`config.mk`:
```
export PLATFORM = sky130hd
export DESIGN_NAME = alu_operand_loader
export DESIGN_NICKNAME = d
export VERILOG_FILES = /design/src/rtl/alu_operand_loader.sv
export SDC_FILE = /design/constraint.sdc
export NUM_CORES = 1
export LEC_CHECK = 0
export ABC_CLOCK_PERIOD_IN_PS = 1700
export CAP_MARGIN = 20
export CORE_MARGIN = 3
export CORE_UTILIZATION = 39
export DETAILED_ROUTE_END_ITERATION = 8
export GPL_TIMING_DRIVEN = 0
export SLEW_MARGIN = 20
export SYNTH_ARGS = -nofsm -noshare
export SYNTH_HDL_FRONTEND = slang
export SYNTH_SLANG_ARGS = --single-unit
export TNS_END_PERCENT = 30
```
`constraint.sdc`:
```
create_clock -name clk -period 1.7 [get_ports clk]
set_input_delay 0.34 -clock clk [delete_from_list [all_inputs] [get_ports clk]]
set_output_delay 0.34 -clock clk [all_outputs]
set_load 0.1 [all_outputs]
```
`src/rtl/alu_operand_loader.sv`:
```
// rtl/alu_operand_loader.sv - debounced push-button entry of A, B and function code for the ALU.
// A single key press commits the slide switches into the register selected by the entry FSM.
module alu_operand_loader #(
  parameter int WIDTH           = 3,
  parameter int DEBOUNCE_CYCLES = 50000
) (
  input  logic             clk,
  input  logic             rst,
  input  logic [WIDTH-1:0] sw,
  input  logic             key_n,
  output logic [WIDTH-1:0] ain,
  output logic [WIDTH-1:0] bin,
  output logic             fun_sel0,
  output logic             fun_sel1,
  output logic             operand_valid,
  output logic [1:0]       entry_state
);

  localparam int CW = $clog2(DEBOUNCE_CYCLES + 1);
  localparam logic [CW-1:0] CNT_LAST = CW'(DEBOUNCE_CYCLES - 1);

  typedef enum logic [1:0] {
    LOAD_A  = 2'b00,
    LOAD_B  = 2'b01,
    LOAD_OP = 2'b10,
    SHOW    = 2'b11
  } state_t;

  state_t        state, state_nxt;
  logic          sync1, key_s;
  logic          deb, deb_d;
  logic [CW-1:0] cnt;
  logic          press;
  logic          load_a, load_b, load_op, clr_valid;

  // Two-flop synchronizer, idle-high so reset never looks like a press.
  always_ff @(posedge clk) begin
    if (rst) begin
      sync1 <= 1'b1;
      key_s <= 1'b1;
    end else begin
      sync1 <= key_n;
      key_s <= sync1;
    end
  end

  always_ff @(posedge clk) begin
    if (rst) begin
      deb <= 1'b1;
      cnt <= '0;
    end else if (key_s == deb) begin
      cnt <= '0;
    end else if (cnt == CNT_LAST) begin
      deb <= key_s;
      cnt <= '0;
    end else begin
      cnt <= cnt + CW'(1);
    end
  end

  // Registered falling-edge detect of the debounced level.
  always_ff @(posedge clk) begin
    if (rst) begin
      deb_d <= 1'b1;
      press <= 1'b0;
    end else begin
      deb_d <= deb;
      press <= deb_d & ~deb;
    end
  end

  always_ff @(posedge clk) begin
    if (rst) state <= LOAD_A;
    else     state <= state_nxt;
  end

  always_comb begin
    state_nxt = state;
    if (press) begin
      case (state)
        LOAD_A:  state_nxt = LOAD_B;
        LOAD_B:  state_nxt = LOAD_OP;
        LOAD_OP: state_nxt = SHOW;
        SHOW:    state_nxt = LOAD_A;
        default: state_nxt = LOAD_A;
      endcase
    end
  end

  always_comb begin
    load_a    = 1'b0;
    load_b    = 1'b0;
    load_op   = 1'b0;
    clr_valid = 1'b0;
    if (press) begin
      case (state)
        LOAD_A:  load_a    = 1'b1;
        LOAD_B:  load_b    = 1'b1;
        LOAD_OP: load_op   = 1'b1;
        SHOW:    clr_valid = 1'b1;
        default: ;
      endcase
    end
  end

  // Operand registers hold until explicitly overwritten, so SHOW keeps the ALU result on display.
  always_ff @(posedge clk) begin
    if (rst) begin
      ain           <= '0;
      bin           <= '0;
      fun_sel0      <= 1'b0;
      fun_sel1      <= 1'b0;
      operand_valid <= 1'b0;
    end else begin
      if (load_a) ain <= sw;
      if (load_b) bin <= sw;
      if (load_op) begin
        fun_sel0      <= sw[0];
        fun_sel1      <= sw[1];
        operand_valid <= 1'b1;
      end else if (clr_valid) begin
        operand_valid <= 1'b0;
      end
    end
  end

  assign entry_state = state;

endmodule
```
== Yosys cells after proc, flatten, opt, wreduce, memory -nomap -nowiden ==
Cells that the tools add are included.

* Logic and storage cells: 36
* Output and inout port bits: 11
* Register bits: 32

* Add/sub/neg operators: 1
* Reductions and logical operators: 4
* Bitwise logic cells: 3
* Eq/ne operators: 5
* Multiplexer cells: 11

{| class="wikitable"
|+ Operators by type and width
! kind !! count
|-
| $add A16 B1 Y16 const B || 1
|-
| $eq A16 B16 Y1 const B || 1
|-
| $mux W1 || 10
|-
| $pmux W2 S4 || 1
|-
| $eq A2 B2 Y1 const B || 2
|-
| $reduce_or A3 Y1 || 1
|-
| $eq A2 B1 Y1 const B || 1
|-
| $logic_not A2 Y1 || 1
|-
| $not A1 Y1 || 2
|-
| $reduce_and A2 Y1 || 1
|-
| $reduce_bool A2 Y1 || 1
|-
| $and A1 B1 Y1 || 1
|-
| $eq A1 B1 Y1 || 1
|}

== Logic depth before layout (Yosys ltp) ==
* Depth after elaboration: 5
* Depth in mapped cells: 5

== Worst setup path before layout ==
Ideal clock, no wire load.

* Path kind: register to register
* Start: reg state[0], in the netlist entry_state[0]
* End: reg ain[0]
* Path buffers: 0
* Path slack: -0.101 ns
* Stages on the path, launching flop included: 6
* Arrival: 1.730 ns
* Setup time: 0.070 ns
* Path through: dfxtp_1 > inv_1 > ha_1 > nand2_1 > nand2_1 > a21oi_1

* Cells in the longest elaborated chain, start to end: 3

{| class="wikitable"
|+ RTL lines
! item !! RTL line !! RTL
|-
| start: declaration || 29 || <nowiki>state_t state, state_nxt;</nowiki>
|-
| start signal: assignment || 74 || <nowiki>else state <= state_nxt;</nowiki>
|-
| $logic_not A2 Y1 || 96 || <nowiki>case (state)</nowiki>
|-
| $mux W1 || 96 ||
|-
| $mux W1 || 95 || <nowiki>if (press) begin</nowiki>
|-
| end signal: assignment || 115 || <nowiki>if (load_a) ain <= sw;</nowiki>
|-
| end: declaration || 11 || <nowiki>output logic [WIDTH-1:0] ain,</nowiki>
|}

Every way passes these cells.
A chain may end at the register's enable or synchronous reset.

== Worst setup path in the final report ==
* Start: reg state[0], in the netlist entry_state[0]
* End: out entry_state[0]

{| class="wikitable"
|+ RTL lines
! item !! RTL line !! RTL
|-
| end: declaration || 16 || <nowiki>output logic [1:0] entry_state</nowiki>
|}

No word-level cell between the ends.

==> results.json <==
{
  "routed_wl_um": 2599,
  "gr-usage-all-layers_pct": 13.90,
  "min_path_cells": 1,
  "drv_slew": 0,
  "die_w_um": 65.30,
  "grt_max_degree": 11,
  "dr_wl_met2_um": 1142,
  "cp.required_ns": 1.36,
  "ys_seq_area_share_pct": 46.72,
  "drive_gt1_share_pct": 17.82,
  "fin_crit_sh_pct": 94.76,
  "synth_compound_area_share_pct": 4.471,
  "grt_pass1_vias": 999,
  "clk_latency_ns": 0.34,
  "die_area_um2": 4263,
  "yosys.area_share.simple_pct": 29.84,
  "fmax_ghz": 0.6207,
  "hpwl_um": 1851,
  "post_cts_buffers": 0,
  "synthArstFlopShare_pct": 0,
  "synth-seq-cells": 32,
  "cts_tree": "done",
  "cts_buffers": 5,
  "gr-total-overflow": 0,
  "antenna_found_initial": 0,
  "synth_fa_ha_area_share_pct": 4.562,
  "final.min_clock_period_ns": 1.611,
  "cts_root_buf": "clkbuf_4",
  "final_nets": 185,
  "setup.worst_path.class": "reg2out",
  "clk_pin_slew_ns": 0.09,
  "crit_family": "buffers and inverters",
  "grt_pass1_wl_um": 4464,
  "rsz0062_at_grt": "no",
  "num_antenna_cells": 0,
  "routed-wl-met3_um": 98,
  "crit_arrival_ns": 1.27,
  "via_per_inst": 4.876,
  "cts-resized-gates": 33,
  "crit_path_start": "entry_state[0]",
  "outcome": "complete, no violations",
  "highest_layer": "met4",
  "first_pass_iters": 4,
  "worst_ir_drop_vdd_v": 0.0004704,
  "power_w": 0.001265,
  "clockBufferDepth": 2,
  "path_buf_inv": 1,
  "synthFlopType": "dfxtp_1",
  "p_leak_nw": 0.5357,
  "muxShareOfSynthArea_pct": 1.460,
  "r2r_start": "cnt[0]",
  "ios": 17,
  "min_from": "sync1",
  "timing.hold.ws_ns": 0.4195,
  "dieHeight_um": 65.30,
  "drcViolationCount": 0,
  "post-route-util_pct": 52.07,
  "relSlewSlack_pct": 63.66,
  "finalHoldViolCount": 0,
  "drtIter0Drc": 31,
  "wl_met1_um": 1293,
  "setup_viol": 0,
  "clock_skew_ns": 0.005956,
  "synth_cell_types": 25,
  "ctsHoldBuffers": 0,
  "start_kind": "register",
  "crit_path_max_incr_delay_ns": 0.56,
  "io_buffers": 16,
  "yosys.area_share.xor_xnor_pct": 9.580,
  "gp_congestion": 0.7797,
  "synth_edf_count": 0,
  "ys_warn_count": 0,
  "initial_core_util_pct": 42.81,
  "path_cells": "clkdlybuf4s15_2",
  "netlist_area_um2": 1371,
  "avgRoutedWirePerCell_um": 11.92,
  "ant_nets": 0,
  "rows": 20,
  "vias": 1063,
  "fp.coreArea_um2": 3203,
  "hp-class": "reg2reg",
  "synth_nets": 162,
  "synth_top_family_by_area": "simple AND/OR/NAND/NOR gates",
  "power_density_nw_per_um2": 758.3,
  "syn_area_per_cell_um2": 9.082,
  "ctsHtreeMaxLevel": 2,
  "drv_cap": 0,
  "worstMarginPinSlew_ns": 0.5476,
  "rr_worst_depth": 5,
  "synthCells": 151,
  "crit_slowest_cell": "clkdlybuf4s15_2",
  "path_depth": 1,
  "area_delta_synth_final_pct": 21.62,
  "end_kind": "output port",
  "path_max_fanout": 5,
  "cts_sinks": 32
}
layer usage:
| metal | vias up | GRT usage (%) |
|---|---|---|
| met5 | - | 0 |
| met4 | 0 | 8.549 |
| met3 | 8 | 4.103 |
| met2 | 11 | 20.35 |
| met1 | 485 | 17.82 |
| li1 | 559 | - |
area by class of cell:
class	instances	area, µm²
Fill cell	326	1535
Buffer	5	27.53
Clock buffer	7	65.06
Sequential cell	32	643.1
Tap cell	44	55.05
Inverter	5	18.77
Timing Repair Buffer	16	173.9
Multi-Input combinational cell	109	684.4
cells by family after synthesis:
| family | Yosys count |
|---|---|
| AOI/OAI and AO/OA | 11 |
| muxes | 2 |
| adders and majority gates | 5 |
| xor gates and xnor gates | 15 |
| and+or+nand+nor | 76 |
| buffers and inverters | 10 |
| DFF | 32 |
final timing paths:
check              endpoint  slack (ns)
min                   key_s        0.42
min reg2reg           key_s        0.42
max          entry_state[0]        0.09
max reg2reg         cnt[12]        0.17
flip-flops by register name (all words and copies together), names as in the netlist:
name	count
bin	3
deb_d	1
key_s	1
ain	3
deb	1
fun_sel0	1
fun_sel1	1
operand_valid	1
sync1	1
press	1
cnt	16
entry_state	2
through the flow:
stage          instance area [µm²]  setup slack [ns]  TNS (ns)  cells
2_1_floorplan                 1374            0.2632         0    151
3_3_place_gp                  1589           -0.1409   -0.9889    211
3_5_place_dp                  1589           -0.1349    -1.009    211
4_1_cts                       1668           0.07067         0    218
5_1_grt                       1668           0.02277         0    218
6_report                      1668           0.08902         0    218
synth_stat cells, types with 2 or more instances:
master	instances	area share (%)
clkbuf_1	3	0.82
nand4_1	5	2.3
and3_1	2	0.91
nand3_1	14	5.1
dfxtp_1	32	47
nand2_1	16	4.4
inv_1	5	1.4
nor4_2	4	3.6
xnor2_1	12	7.7
a21oi_1	9	3.3
mux2i_1	2	1.5
xor2_1	3	1.9
nor3_1	3	1.1
ha_1	5	4.6
nor2_1	25	6.8
or2_2	2	0.91
where the power goes:
group	internal (W)	switching (W)
registers	0.000752	0.00000161
logic	0.0000149	0.0000132
clock network	0.000234	0.000249
total	0.00100	0.000264
cell usage in the layout (no fill, tap or decap), drive strengths merged, types with 4 or more instances in the layout:
| cell | Yosys | layout |
|---|---|---|
| inv | 5 | 5 |
| dfxtp | 32 | 32 |
| clkdlybuf4s50 | 0 | 5 |
| clkdlybuf4s15 | 0 | 11 |
| nor2 | 25 | 25 |
| ha | 5 | 5 |
| clkbuf | 3 | 10 |
| nand3 | 14 | 14 |
| nor4 | 4 | 4 |
| nand2 | 16 | 16 |
| xnor2 | 12 | 12 |
| a21oi | 9 | 9 |
| nand4 | 6 | 6 |
Note: power is estimated with default switching activity, not from simulation.
